===== src/rtl/alu_dec_adjust_pkg.sv =====
// Shared types and constants for the ALU decimal-adjust back end.
package alu_pkg;

    typedef enum logic [1:0] {
        IDLE = 2'd0,
        LO   = 2'd1,
        HI   = 2'd2,
        OUT  = 2'd3
    } state_e;

    localparam logic [7:0] ADJ_LO   = 8'h06;
    localparam logic [7:0] ADJ_HI   = 8'h60;
    localparam logic [7:0] HI_LIMIT = 8'h9F;
    localparam logic [3:0] NINE     = 4'h9;

endpackage


===== src/rtl/alu_dec_adjust_if.sv =====
// Adder-to-writeback bus: input handshake + raw adder result, output
// handshake + final accumulator value and flags.
interface alu_dec_adjust_if;
    logic       in_valid;
    logic       in_ready;
    logic [7:0] sum;
    logic       co;
    logic       hc;
    logic       v_in;
    logic       sub;
    logic       dec;
    logic       out_valid;
    logic       out_ready;
    logic [7:0] result;
    logic       c;
    logic       z;
    logic       n;
    logic       v;

    // Driver side (adder / writeback stage)
    modport master (
        output in_valid, sum, co, hc, v_in, sub, dec, out_ready,
        input  in_ready, out_valid, result, c, z, n, v
    );

    // Decimal-adjust block side
    modport slave (
        input  in_valid, sum, co, hc, v_in, sub, dec, out_ready,
        output in_ready, out_valid, result, c, z, n, v
    );
endinterface


===== src/rtl/alu_dec_adjust_bcd_nibble_fix.sv =====
// One BCD correction step: add (ADC) or subtract (SBC) a correction constant
// from a 9-bit working value. Subtraction is 8-bit only, so the borrow never
// reaches bit 8; addition exposes its carry in bit 8.
module bcd_nibble_fix (
    input  logic [8:0] val,
    input  logic       sub,
    input  logic       en,
    input  logic [7:0] k,
    output logic [8:0] res
);

    // Apply the correction only when enabled
    always_comb begin
        res = val;
        if (en) begin
            if (sub) res = {1'b0, val[7:0] - k};
            else     res = val + {1'b0, k};
        end
    end

endmodule


===== src/rtl/alu_dec_adjust.sv =====
// ALU decimal-adjust back end: registers the binary adder result and flags,
// or (with ALU_DECIMAL_EN defined) applies 65C02 BCD correction over two
// extra cycles, low nibble first, then high nibble.
// Macro ALU_DECIMAL_EN: when undefined, dec is ignored and LO/HI are not built.
module alu_dec_adjust #(
    parameter logic [7:0] RESET_RESULT = 8'h00,
    parameter logic [3:0] NINE         = 4'h9
) (
    input  logic              clk,
    input  logic              rst_n,
    alu_dec_adjust_if.slave   bus
);
    import alu_pkg::*;

    state_e     state_q, state_d;
    logic [7:0] result_q, result_d;
    logic       c_q, c_d, z_q, z_d, n_q, n_d, v_q, v_d;
    logic       ld;

`ifdef ALU_DECIMAL_EN
    logic [8:0] w_q, w_d;
    logic       co_q, co_d, hc_q, hc_d, vin_q, vin_d, sub_q, sub_d, cx_q, cx_d;
    logic [8:0] fix_in, fix_out;
    logic [7:0] fix_k;
    logic       fix_en;

    // Single correction unit shared by the LO and HI steps
    bcd_nibble_fix u_fix (
        .val (fix_in),
        .sub (sub_q),
        .en  (fix_en),
        .k   (fix_k),
        .res (fix_out)
    );
`endif

    // State and datapath registers
    always_ff @(posedge clk or negedge rst_n) begin
        if (!rst_n) begin
            state_q  <= IDLE;
            result_q <= RESET_RESULT;
            c_q      <= 1'b0;
            z_q      <= 1'b0;
            n_q      <= 1'b0;
            v_q      <= 1'b0;
`ifdef ALU_DECIMAL_EN
            w_q      <= 9'd0;
            co_q     <= 1'b0;
            hc_q     <= 1'b0;
            vin_q    <= 1'b0;
            sub_q    <= 1'b0;
            cx_q     <= 1'b0;
`endif
        end else begin
            state_q  <= state_d;
            result_q <= result_d;
            c_q      <= c_d;
            z_q      <= z_d;
            n_q      <= n_d;
            v_q      <= v_d;
`ifdef ALU_DECIMAL_EN
            w_q      <= w_d;
            co_q     <= co_d;
            hc_q     <= hc_d;
            vin_q    <= vin_d;
            sub_q    <= sub_d;
            cx_q     <= cx_d;
`endif
        end
    end

    // Next-state sequencing
    always_comb begin
        state_d = state_q;
        case (state_q)
            IDLE: if (bus.in_valid) begin
`ifdef ALU_DECIMAL_EN
                state_d = bus.dec ? LO : OUT;
`else
                state_d = OUT;
`endif
            end
`ifdef ALU_DECIMAL_EN
            LO:   state_d = HI;
            HI:   state_d = OUT;
`endif
            OUT:  if (bus.out_ready) state_d = IDLE;
            default: state_d = IDLE;
        endcase
    end

    // Datapath: capture, nibble corrections, result/flag load
    always_comb begin
        result_d = result_q;
        c_d      = c_q;
        v_d      = v_q;
        ld       = 1'b0;
`ifdef ALU_DECIMAL_EN
        w_d    = w_q;
        co_d   = co_q;
        hc_d   = hc_q;
        vin_d  = vin_q;
        sub_d  = sub_q;
        cx_d   = cx_q;
        fix_in = {1'b0, w_q[7:0]};
        fix_k  = ADJ_LO;
        fix_en = 1'b0;
`endif
        case (state_q)
            IDLE: if (bus.in_valid) begin
`ifdef ALU_DECIMAL_EN
                co_d  = bus.co;
                hc_d  = bus.hc;
                vin_d = bus.v_in;
                sub_d = bus.sub;
                if (bus.dec) begin
                    w_d  = {1'b0, bus.sum};
                    cx_d = 1'b0;
                end else begin
                    result_d = bus.sum;
                    c_d      = bus.co;
                    v_d      = bus.v_in;
                    ld       = 1'b1;
                end
`else
                result_d = bus.sum;
                c_d      = bus.co;
                v_d      = bus.v_in;
                ld       = 1'b1;
`endif
            end
`ifdef ALU_DECIMAL_EN
            LO: begin
                fix_k  = ADJ_LO;
                fix_en = sub_q ? !hc_q : (hc_q || (w_q[3:0] > NINE));
                w_d    = fix_out;
                cx_d   = !sub_q && fix_out[8];
            end
            HI: begin
                fix_k    = ADJ_HI;
                fix_en   = sub_q ? !co_q : (co_q || cx_q || (w_q[7:0] > HI_LIMIT));
                w_d      = fix_out;
                result_d = fix_out[7:0];
                c_d      = sub_q ? co_q : fix_en;
                v_d      = vin_q;
                ld       = 1'b1;
            end
`endif
            default: ;
        endcase
        // Z/N only move when a new result is loaded
        z_d = ld ? (result_d == 8'h00) : z_q;
        n_d = ld ? result_d[7]         : n_q;
    end

    // Handshake and output drive
    always_comb begin
        bus.in_ready  = (state_q == IDLE);
        bus.out_valid = (state_q == OUT);
        bus.result    = result_q;
        bus.c         = c_q;
        bus.z         = z_q;
        bus.n         = n_q;
        bus.v         = v_q;
    end

endmodule


===== src/flat_wrapper.sv =====
// flat-port wrapper written by rule: the top's interface ports become plain ports
module alu_dec_adjust_flat import alu_pkg::*;
#(
    parameter logic [7:0] RESET_RESULT = 8'h00,
    parameter logic [3:0] NINE         = 4'h9
)
  (clk, rst_n, bus_in_valid, bus_sum, bus_co, bus_hc, bus_v_in, bus_sub, bus_dec, bus_out_ready, bus_in_ready, bus_out_valid, bus_result, bus_c, bus_z, bus_n, bus_v);
  alu_dec_adjust_if bus_i ();
  input  logic clk;
  input  logic rst_n;
  input wire logic [$bits(bus_i.in_valid)-1:0] bus_in_valid;
  input wire logic [$bits(bus_i.sum)-1:0] bus_sum;
  input wire logic [$bits(bus_i.co)-1:0] bus_co;
  input wire logic [$bits(bus_i.hc)-1:0] bus_hc;
  input wire logic [$bits(bus_i.v_in)-1:0] bus_v_in;
  input wire logic [$bits(bus_i.sub)-1:0] bus_sub;
  input wire logic [$bits(bus_i.dec)-1:0] bus_dec;
  input wire logic [$bits(bus_i.out_ready)-1:0] bus_out_ready;
  output wire logic [$bits(bus_i.in_ready)-1:0] bus_in_ready;
  output wire logic [$bits(bus_i.out_valid)-1:0] bus_out_valid;
  output wire logic [$bits(bus_i.result)-1:0] bus_result;
  output wire logic [$bits(bus_i.c)-1:0] bus_c;
  output wire logic [$bits(bus_i.z)-1:0] bus_z;
  output wire logic [$bits(bus_i.n)-1:0] bus_n;
  output wire logic [$bits(bus_i.v)-1:0] bus_v;
  assign bus_i.in_valid = bus_in_valid;
  assign bus_i.sum = bus_sum;
  assign bus_i.co = bus_co;
  assign bus_i.hc = bus_hc;
  assign bus_i.v_in = bus_v_in;
  assign bus_i.sub = bus_sub;
  assign bus_i.dec = bus_dec;
  assign bus_i.out_ready = bus_out_ready;
  assign bus_in_ready = bus_i.in_ready;
  assign bus_out_valid = bus_i.out_valid;
  assign bus_result = bus_i.result;
  assign bus_c = bus_i.c;
  assign bus_z = bus_i.z;
  assign bus_n = bus_i.n;
  assign bus_v = bus_i.v;
  alu_dec_adjust #(.RESET_RESULT(RESET_RESULT), .NINE(NINE)) u_core (.clk(clk), .rst_n(rst_n), .bus(bus_i));
endmodule

===== config.mk =====
export PLATFORM = sky130hd
export DESIGN_NAME = alu_dec_adjust_flat
export DESIGN_NICKNAME = d
export VERILOG_FILES = /design/src/rtl/alu_dec_adjust_pkg.sv /design/src/rtl/alu_dec_adjust_if.sv /design/src/rtl/alu_dec_adjust_bcd_nibble_fix.sv /design/src/rtl/alu_dec_adjust.sv /design/src/flat_wrapper.sv
export SDC_FILE = /design/constraint.sdc
export NUM_CORES = 1
export LEC_CHECK = 0
export BUFFER_PORTS_ARGS = -buffer_cell sky130_fd_sc_hd__buf_2
export CAP_MARGIN = 20
export CORE_MARGIN = 5
export CORE_UTILIZATION = 40
export DETAILED_ROUTE_END_ITERATION = 10
export HOLD_SLACK_MARGIN = 0.08
export MAX_ROUTING_LAYER = met4
export PLACE_DENSITY = 0.74
export SYNTH_ARGS = -nofsm -noshare
export SYNTH_HDL_FRONTEND = slang
export SYNTH_HIERARCHICAL = 1
export SYNTH_SLANG_ARGS = --single-unit

===== constraint.sdc =====
create_clock -name clk -period 1.6 [get_ports clk]
set_clock_uncertainty 0.15 [all_clocks]
set_input_delay 0.32 -clock clk [delete_from_list [all_inputs] [get_ports clk]]
set_output_delay 0.32 -clock clk [all_outputs]
set_load 0.05 [all_outputs]

==> summary.md, run 1 <==
| Metric | Value |
|---|---|
| Cell internal pwr | between 600 and 700 uW |
| Clock Tree Buf Depth | 2 |
| Antenna violations before repair | 0 |
| I/O Buffers | 27 |
| Element type at the critical path end | output port |
| Die area | ~0.0022 sq mm |
| F_max | a little under 700 MHz |
| Switching Power | roughly 460 uW |
| Hold Crit Start | bus_co |
| Pre-CTS WS | 0.1898 ns |
| Vias per cell | ~4.7 |
| Chip height | 46.51 microns |
| Hold crit path type | in -> reg |
| RSZ-0062 raised after global routing | false |
| Top cells by area, synth | dfrtp_1 61%, mux2_4 11%, mux2_2 11%, o21ai_0 2.8%, buf_8 2.8% |
| Starting Density | around two fifths |
| Largest area contributor in the netlist | dfrtp_1 |
| DR DRC count | 0 |
| Leakage Power | around 0.37 nW |
| Outcome | complete, no violations |
| I/O Pins | 31 |
| Pre-antenna DRT Iters | 2 |
| Worst-path clk slew | 0.07 ns |
| WL final | approximately 1100 microns |
| Die W | about 47 microns |
| Drt wl/cell | about 13 microns |
| Kind of critical path | reg -> out |
| Post-route cell area | roughly 710 sq um |
| Tcrit/Tclk final | 91.11% |
| Worst path slowest cell | dfrtp_1 |
| Worst Path Arrival | 0.99 ns |
| Gr usage total | 12.62% |
| Fin Setup TNS | 0 ns |
| Worst rel slew slack | about four fifths |
| Total nets after synthesis | 54 |
| Root Buffer | clkbuf_4 |
| Yosys top cell area share | 61.03% |
| Seq pwr share | about two fifths |
| Gate Count Post-Synth | 37 |
| Final hold slack | about 0.14 ns |
| Reg-to-Reg Start | u_core/state_q[0]$_DFFE_PN0P_ |
| Actual slew at the worst max-slew pin | ~0.28 ns |
| Mean Syn Cell Area | between 10 and 15 sq um |
| Yosys Warn Count | 6 |
| PD cells | roughly 1500 mW/mm^2 |
| Post-DRT Antenna Nets | 0 |
| Gate power share | 42.5% |
| CTS H-tree lvls | 1 |
| Worst Path Max Fanout | 3 |
| Flops & latches, synth | 13 |
| VDD IR max | between 0.8 and 0.9 mV |
| Worst Setup Start Kind | register |
| CP Cell Sequence | inv_1 -> buf_2 |
| DR iter-0 viols | 2 |
| DR vias | slightly below 400 |
| DP HPWL | approximately 850 microns |
| WP data required | ~1.1 ns |
| DP Area | approximately 670 sq um |
| Area growth, synth to finish | 34.04% |
| Final net count | 87 |
| Fin. Hold Viols | 0 |
| Inserted Clock Buffers | 3 |
| Placed cell count | 78 |
| Minimum clock period | approximately 1.5 ns |
| GRT overflow | 0 |
| # rows | 13 |
| Register area share after synthesis | between 60% and 70% |
| Post-synthesis cell area | between 500 and 600 sq um |
| Largest net degree at the start of global routing | 16 |
| ANT cells | 0 |
| Worst Path Buf+Inv | 2 |
| Number of global-route vias before repair | 420 |
| Final setup margin | 0.1423 ns |
| Core box area | 0.001285 sq mm |
| Clk pwr share | 18.0% |
| Switching Share | 42.45% |
| Crit path from | u_core/state_q[0]$_DFFE_PN0P_ |
| First-pass GRT wire length | between 1500 and 2000 microns |
| Clk_lat worst skew | 0.26 ns |
| RePlAce Congestion | around 0.67 |
| Clock sinks | 13 |
| Layout cells sized above 1 | between 50% and 60% |
| CP max stage delay | approximately 0.40 ns |
| CTS tree | built |
| Final slew viol count | 0 |
| Non-filler cells, final | between 80 and 90 |
| Setup violators final | 0 |
| Max_cap viols | 0 |
| Crit-path leading delay family | flip-flops |
| Netlist cell types | 12 |
## cell usage after synthesis
| cell type | number |
|---|---|
| dfrtp_1 | 13 |
| mux2_4 | 4 |
| nor2b_1 | 1 |
| o21ai_0 | 3 |
| nand3_1 | 1 |
| inv_1 | 4 |
| nand2_1 | 1 |
| o21bai_1 | 1 |
| nor4_1 | 2 |
| mux2_2 | 5 |
| buf_8 | 1 |
| buf_6 | 1 |
## cell type report
| class | instances | area (sq um) |
|---|---|---|
| inverter | 4 | 15.01 |
| multi-input combinational | 18 | 166.4 |
| tap | 15 | 18.77 |
| sequential | 13 | 325.3 |
| fill | 132 | 570.5 |
| timing repair buffer | 30 | 162.7 |
| clock buffer | 4 | 26.28 |
## cells by family (layout without fill, tap and decap cells)
family / Yosys count / in the layout / share of synthesized area (%)
mux: 9 / 9 / 21.83
simple gates: 5 / 5 / 5.163
compound gates: 4 / 4 / 4.225
buf+inv: 6 / 38 / 7.745
flops: 13 / 13 / 61.03
## path summary, 6_finish.rpt
check | slack, ns | end | cells after the start
max | 0.14 | bus_in_ready | 2
max reg2reg | 0.21 | u_core/bus.v$_DFFE_PN0P_ | 3
max in group asynchronous | 0.76 | u_core/bus.z$_DFFE_PN0P_ | 2
min | 0.14 | u_core/bus.c$_DFFE_PN0P_ | 2
min reg2reg | 0.35 | u_core/bus.result[1]$_DFF_PN0_ | 1
min in group asynchronous | 0.33 | u_core/bus.v$_DFFE_PN0P_ | 2
## per-layer routing
layer	global-route usage, %	vias up	wire length [microns]
met1	13.94	188	418
li1	-	188	-
met3	4.688	2	88
met4	6.818	0	9
met2	19.51	14	580
met5	-	-	0
## power by group through the flow
stage / registers [mW] / logic, mW / clock network [mW]
global route: 0.435 / 0.478 / 0.223
CTS: 0.427 / 0.463 / 0.199
detailed placement: 0.432 / 0.459 / 0
finish: 0.426 / 0.457 / 0.194
floorplan: 0.668 / 0.117 / 0
global placement: 0.428 / 0.452 / 0
## registers in the layout, indices dropped and copies added, names as in the netlist
name / flops
u_core/bus.n: 1
u_core/state_q: 1
u_core/bus.v: 1
u_core/bus.c: 1
u_core/bus.result: 8
u_core/bus.z: 1
## timing repair
action / in CTS / in global routing
hold endpoints to repair: 14 / 0
resized for setup: 0 / 0
hold buffers: 2 / 0
buffers inserted: 0 / 0
## through the flow
stage	power [mW]	utilization (%)
6_report	1.077	55.60
3_3_place_gp	0.8802	52.00
2_1_floorplan	0.7849	-
5_1_grt	1.137	55.60
3_5_place_dp	0.8916	52.00
4_1_cts	1.089	55.60
## cells in the final DEF (no fill, tap or decap), drive strengths merged
master,netlist,final
o21ai,3,3
nand3,1,1
nor2b,1,1
dfrtp,13,13
o21bai,1,1
nor4,2,2
dlygate4sd3,0,2
clkbuf,0,4
nand2,1,1
inv,4,4
buf,2,28
mux2,9,9
No activity file was read; power rests on OpenSTA's default activity.
==> run 2: changes to the inputs <==
--- a/config.mk
+++ b/config.mk
@@ -9,6 +9,7 @@
 export CAP_MARGIN = 20
 export CORE_MARGIN = 5
 export CORE_UTILIZATION = 40
+export CTS_BUF_LIST = sky130_fd_sc_hd__clkbuf_8 sky130_fd_sc_hd__clkbuf_16
 export DETAILED_ROUTE_END_ITERATION = 10
 export HOLD_SLACK_MARGIN = 0.08
 export MAX_ROUTING_LAYER = met4
==> run 2 against run 1 <==
Sequential share of layout area down 0.55 points. Via count shrank 3.1%. First-iteration DRC count decreased by 50%. Core utilization rose by 0.68 points. Routed wire length fell by 0.18%. Critical path depth unchanged. Hold slack got worse by 0.030 ns. Final area rose by 1.2%. Cell count is 1.2% lower. Largest power group unchanged. Highest routed layer is now met3.
==> summary.md, run 2 (same netlist as run 1, synthesis figures left out) <==
| Metric | Value |
|---|---|
| Hold Path End | u_core/state_q[0]$_DFFE_PN0P_ |
| Vias per cell | between 4 and 5 |
| Worst Path Max Fanout | 3 |
| GR Layer Usage met3 | roughly 3.5% |
| CTS H-tree lvls | 1 |
| Chip height | around 47 microns |
| Placed cell count | 78 |
| RePlAce Congestion | 0.6689 |
| Tcrit/Tclk final | 88.26% |
| Final hold slack | 0.1078 ns |
| Hold Crit Start | bus_out_ready |
| Outcome | complete, no violations |
| GRT overflow | 0 |
| Fin util | 56.28% |
| Number of global-route vias before repair | approximately 430 |
| I/O Buffers | 27 |
| Kind of critical path | reg -> out |
| WL final | between 1000 and 1500 microns |
| F_max | a little over 700 MHz |
| Design Power | 1.154 mW |
| PD cells | between 1500 and 2000 mW/mm^2 |
| Final net count | 86 |
| ANT cells | 0 |
| # rows | 13 |
| Drt wl/cell | about 13 microns |
| Reg2Reg Depth | 3 |
| DP HPWL | roughly 850 microns |
| Fillers | 128 |
| Leading cell types in the layout, fill and taps excluded | 27 x buf_2, 13 x dfrtp_1, 5 x inv_1, 5 x mux2_2, 4 x mux2_4 |
| Reg2reg end | u_core/bus.v$_DFFE_PN0P_ |
| Worst Setup Start Kind | register |
| Worst-path clk slew | ~0.05 ns |
| DR DRC count | 0 |
| Minimum clock period | between 1 and 1.5 ns |
| R2R setup slack | about 0.22 ns |
| Post-DRT Antenna Nets | 0 |
| Starting Density | between 40% and 50% |
| Core box area | between 0.001 and 0.0015 sq mm |
| Setup violators final | 0 |
| Clock Tree Buf Depth | 2 |
| DR iter-0 viols | 1 |
| Non-filler cells, final | 83 |
| Layout cells sized above 1 | 58.82% |
| Die area | roughly 0.0022 sq mm |
| RSZ-0062 raised after global routing | false |
| Max_cap viols | 0 |
| Actual slew at the worst max-slew pin | roughly 0.28 ns |
| Commonest non-fill, non-tap cell in the layout | buf_2 |
| Reg-to-Reg Start | u_core/state_q[0]$_DFFE_PN0P_ |
| Inserted Clock Buffers | 3 |
| Largest net degree at the start of global routing | 16 |
| Fin. Hold Viols | 0 |
| GRT Max-Usage Layer | met2 |
| Hold crit path type | in -> reg |
| Die W | 46.51 microns |
| Clk_lat worst skew | between 0.2 and 0.25 ns |
| WP data required | between 1 and 1.5 ns |
| Met1 layer usage reported by global route | 13.94% |
| Root Buffer | clkbuf_8 |
| Fin Setup TNS | 0 ns |
| Leakage Power | about 0.38 nW |
| Area growth, synth to finish | 35.68% |
| CTS tree | built |
| Number of flip-flops in the largest register | 8 |
| Worst Path Arrival | 0.94 ns |
| Antenna violations before repair | 0 |
| Met2 GRT Util | about a fifth |
| I/O Pins | 31 |
| Worst rel slew slack | between 80 and 90% |
| Clock sinks | 13 |
| Final slew viol count | 0 |
| VDD IR max | a little over 0.8 mV |
| DR vias | 380 |
| Hold Path Depth | 2 |
| Pre-antenna DRT Iters | 2 |
| Gr usage total | about an eighth |
| First-pass GRT wire length | ~1800 microns |
| Element type at the critical path end | output port |
run 2: worst max-delay path, stage by stage, from the launching register on:
cell     delay [ns]
dfrtp_1        0.38
inv_1          0.07
buf_2          0.26
run 2: timing repair:
item / CTS / global route
hold buffers: 1 / 0
endpoints found under the setup margin: 0 / 0
setup buffers: 0 / 0
endpoints found under the hold margin: 13 / 0
gates resized for setup: 0 / 0
run 2: where the power goes:
| group | internal (mW) | switching, mW |
|---|---|---|
| Sequential | 0.395 | 0.0323 |
| Combinational | 0.128 | 0.327 |
| Clock | 0.168 | 0.102 |
| Total | 0.692 | 0.462 |
run 2: layout make-up:
cell class / instances / area (sq um) / area share [%]
inverter: 4 / 15.01 / 2.076
multi-input combinational: 18 / 166.4 / 23.01
sequential: 13 / 325.3 / 44.98
tap: 15 / 18.77 / 2.595
clock buffer: 3 / 41.29 / 5.709
clock inverter: 1 / 3.754 / 0.5190
timing repair buffer: 29 / 152.6 / 21.11
run 2: per-stage QoR:
step	worst slack, ns	instance area [sq um]
2_1_floorplan	0.02745	533.0
3_3_place_gp	0.2358	668.1
3_5_place_dp	0.1898	668.1
4_1_cts	0.1740	723.2
5_1_grt	0.1373	723.2
6_report	0.1879	723.2
run 2: worst max-delay path by stage:
stage	end	startpoint	cells after the start	slack [ns]
after floorplan	u_core/bus.result[2]$_DFF_PN0_	u_core/state_q[0]$_DFFE_PN0P_	4	0.03
after global placement	u_core/bus.result[1]$_DFF_PN0_	bus_in_valid	4	0.24
after detailed placement	u_core/bus.v$_DFFE_PN0P_	bus_in_valid	4	0.19
after CTS	bus_in_ready	u_core/state_q[0]$_DFFE_PN0P_	2	0.17
after global routing	bus_in_ready	u_core/state_q[0]$_DFFE_PN0P_	2	0.14
final	bus_in_ready	u_core/state_q[0]$_DFFE_PN0P_	2	0.19
run 2: metal layers:
metal  up-vias  wire length (microns)
met4         0                      0
li1        188                      -
met1       178                    438
met2        14                    570
met5         -                      0
met3         0                     87
==> run 3: changes to the inputs <==
--- a/config.mk
+++ b/config.mk
@@ -5,15 +5,15 @@
 export SDC_FILE = /design/constraint.sdc
 export NUM_CORES = 1
 export LEC_CHECK = 0
-export BUFFER_PORTS_ARGS = -buffer_cell sky130_fd_sc_hd__buf_2
+export ABC_AREA = 1
+export BUFFER_PORTS_ARGS = -buffer_cell sky130_fd_sc_hd__clkbuf_2
 export CAP_MARGIN = 20
 export CORE_MARGIN = 5
-export CORE_UTILIZATION = 40
+export CORE_UTILIZATION = 41
 export CTS_BUF_LIST = sky130_fd_sc_hd__clkbuf_8 sky130_fd_sc_hd__clkbuf_16
 export DETAILED_ROUTE_END_ITERATION = 10
 export HOLD_SLACK_MARGIN = 0.08
-export MAX_ROUTING_LAYER = met4
-export PLACE_DENSITY = 0.74
+export PLACE_DENSITY = 0.75
 export SYNTH_ARGS = -nofsm -noshare
 export SYNTH_HDL_FRONTEND = slang
 export SYNTH_HIERARCHICAL = 1
==> run 3 against run 2 <==
Non-clock buffer count is 1 lower. Combinational power is 0.9% lower. First-iteration DRC count grew to 4.0 times the previous value. Synthesized cell count is 62% higher. Global-route usage is 0.36 points higher. Sequential share of layout area is 1.8 points lower. Power is 0.14% higher. Critical path depth stayed put. Worst setup slack worse by 0.12 ns. Critical endpoint unchanged.
==> summary.md, run 3 <==
| Metric | Value |
|---|---|
| Max_cap viols | 0 |
| Largest area contributor in the netlist | dfrtp_1 |
| F_max | about 650 MHz |
| Leakage Power | approximately 0.43 nW |
| Clk_lat worst skew | around 0.23 ns |
| Inserted Clock Buffers | 3 |
| GRT Max-Usage Layer | met2 |
| Reg-to-Reg Start | u_core/state_q[0]$_DFFE_PN0P_ |
| Post-synthesis cell area | ~560 sq um |
| ANT cells | 0 |
| Reg2Reg Depth | 7 |
| Netlist cell types | 12 |
| Reg2reg end | u_core/bus.z$_DFFE_PN0P_ |
| First-pass GRT wire length | ~1900 microns |
| Flops & latches, synth | 13 |
| Worst Setup Start Kind | register |
| Core box area | between 0.001 and 0.0015 sq mm |
| Die W | roughly 47 microns |
| DR vias | approximately 500 |
| Tcrit/Tclk final | about 96% |
| Gr usage total | between 10% and 20% |
| GRT overflow | 0 |
| Gate Count Post-Synth | 60 |
| PD cells | roughly 1500 mW/mm^2 |
| DR DRC count | 0 |
| CTS H-tree lvls | 1 |
| Worst rel slew slack | around 80% |
| Leading cell types in the layout, fill and taps excluded | 27 x clkbuf_2, 19 x nand2_1, 12 x dfrtp_1 |
| RePlAce Congestion | 0.6572 |
| Hold crit path type | in -> reg |
| Fin Setup TNS | 0 ns |
| Crit path from | u_core/state_q[0]$_DFFE_PN0P_ |
| Top cells by area, synth | dfrtp_1 58%, nand2_1 13%, nand2_2 5.6%, nand3_1 5.4%, nor2_1 4.7% |
| Post-synth EDFFs | 0 |
| Final slew viol count | 0 |
| Setup violators final | 0 |
| VDD IR max | between 0.8 and 0.9 mV |
| Final net count | approximately 110 |
| Placed cell count | 101 |
| Post CTS Setup Buffer Count | 0 |
| WP data required | around 1.1 ns |
| Met2 GRT Util | a little over a fifth |
| Largest net degree at the start of global routing | 14 |
| Layout cells sized above 1 | between 40% and 50% |
| I/O Pins | 31 |
| PostCTS Resize Cnt | 0 |
| DR iter-0 viols | 4 |
| Worst Path Max Fanout | 7 |
| Most used flip-flop cell after synthesis | dfrtp_1 |
| # rows | 13 |
| Hold_buf cts | 1 |
| Commonest non-fill, non-tap cell in the layout | clkbuf_2 |
| DP HPWL | 965.3 microns |
| Critical path endpoint | bus_in_ready |
| Yosys Warn Count | 6 |
| Worst-path clk slew | about 0.050 ns |
| Worst Path Arrival | approximately 1.1 ns |
| Post-synth top cells | 19 x nand2_1, 13 x dfrtp_1, 7 x nor2_1 |
| Number of flip-flops in the largest register | 8 |
| Drt wl/cell | around 11 microns |
| Actual slew at the worst max-slew pin | around 0.33 ns |
| Area growth, synth to finish | 35.65% |
| Register area share after synthesis | about three fifths |
| Minimum clock period | between 1.5 and 2 ns |
| I/O Buffers | 27 |
| Element type at the critical path end | output port |
| Number of global-route vias before repair | between 400 and 500 |
| Pre-antenna DRT Iters | 4 |
| Root Buffer | clkbuf_8 |
| Clock sinks | 13 |
| Outcome | complete, no violations |
| Mean Syn Cell Area | 9.301 sq um |
| Chip height | about 47 microns |
| R2R setup slack | 0.22 ns |
| Share of flip-flops with an asynchronous set or reset | between 90% and 100% |
| Total nets after synthesis | 77 |
| Clock Tree Buf Depth | 2 |
| Hold Crit Start | bus_out_ready |
| GR Layer Usage met3 | under 10% |
| Count leader, synth | nand2_1 |
| Fin. Hold Viols | 0 |
| Die area | 0.002199 sq mm |
| Post-DRT Antenna Nets | 0 |
| Starting Density | about 43% |
| RSZ-0062 raised after global routing | false |
| Vias per cell | around 4.7 |
| Non-filler cells, final | roughly 110 |
| CTS tree | built |
| Met1 layer usage reported by global route | between 10% and 20% |
| Antenna violations before repair | 0 |
| Kind of critical path | reg -> out |
| Design Power | 1.155 mW |
| WL final | about 1200 microns |
| Yosys top cell area share | around 60% |
==> run 3: cell count changes after synthesis, sizes merged <==
cell,change
o21bai,-1
nor2b,-1
mux2,-9
nand3,+5
nor2,+10
nand2,+25
inv,-1
o21ai,-2
nor4,-2
buf,-1
==> run 3: worst min-delay path by stage <==
stage                                                end  cells past startpoint
after floorplan                 u_core/bus.c$_DFFE_PN0P_                      0
after global placement    u_core/bus.result[5]$_DFF_PN0_                      1
after detailed placement        u_core/bus.v$_DFFE_PN0P_                      1
after CTS                  u_core/state_q[0]$_DFFE_PN0P_                      2
after global routing       u_core/state_q[0]$_DFFE_PN0P_                      2
final                      u_core/state_q[0]$_DFFE_PN0P_                      2
==> run 3: critical path, cell delays in order (launching register included) <==
cell      delay (ns)
dfrtp_2         0.43
inv_2           0.11
clkbuf_2        0.29
==> run 3: routing by layer <==
metal	vias to the layer above	wire [microns]	part of all wire (%)
met1	235	456	38
met5	-	0	0
met4	0	9	0.75
met2	13	665	55
met3	2	72	6.0
li1	245	-	-
==> run 3: logic make-up (layout without fill, tap and decap cells) <==
| group | Yosys count | after routing | share of synthesized area (%) |
|---|---|---|---|
| simple gates | 42 | 42 | 36.77 |
| flops | 13 | 13 | 58.30 |
| buf+inv | 4 | 35 | 4.036 |
| compound gates | 1 | 1 | 0.8960 |
==> run 3: per-stage QoR <==
stage | util (%) | hold WS, ns | instance area [sq um] | worst slack, ns
finish | 58.17 | 0.1274 | 757.0 | 0.06439
global route | 58.17 | 0.1209 | 757.0 | 0.02833
CTS | 58.17 | 0.1168 | 757.0 | 0.05882
detailed placement | 53.94 | 0.08308 | 701.9 | 0.2380
global placement | 53.94 | 0.07656 | 701.9 | 0.2436
floorplan | - | -0.1256 | 559.3 | 0.02697
==> run 3: layout make-up <==
type                       instances  area, sq um
clock buffer                       3        41.29
clock inverter                     1        3.754
inverter                           3        11.26
tap                               15        18.77
multi-input combinational         43        210.2
timing repair buffer              28        145.1
sequential                        13        326.6
fill                             137        544.3
==> run 3: report_power, final <==
group	leakage, nW	switching, mW	total (mW)	internal, mW
Clock	0.0269	0.104	0.273	0.168
Sequential	0.158	0.0386	0.430	0.392
Combinational	0.246	0.351	0.452	0.101
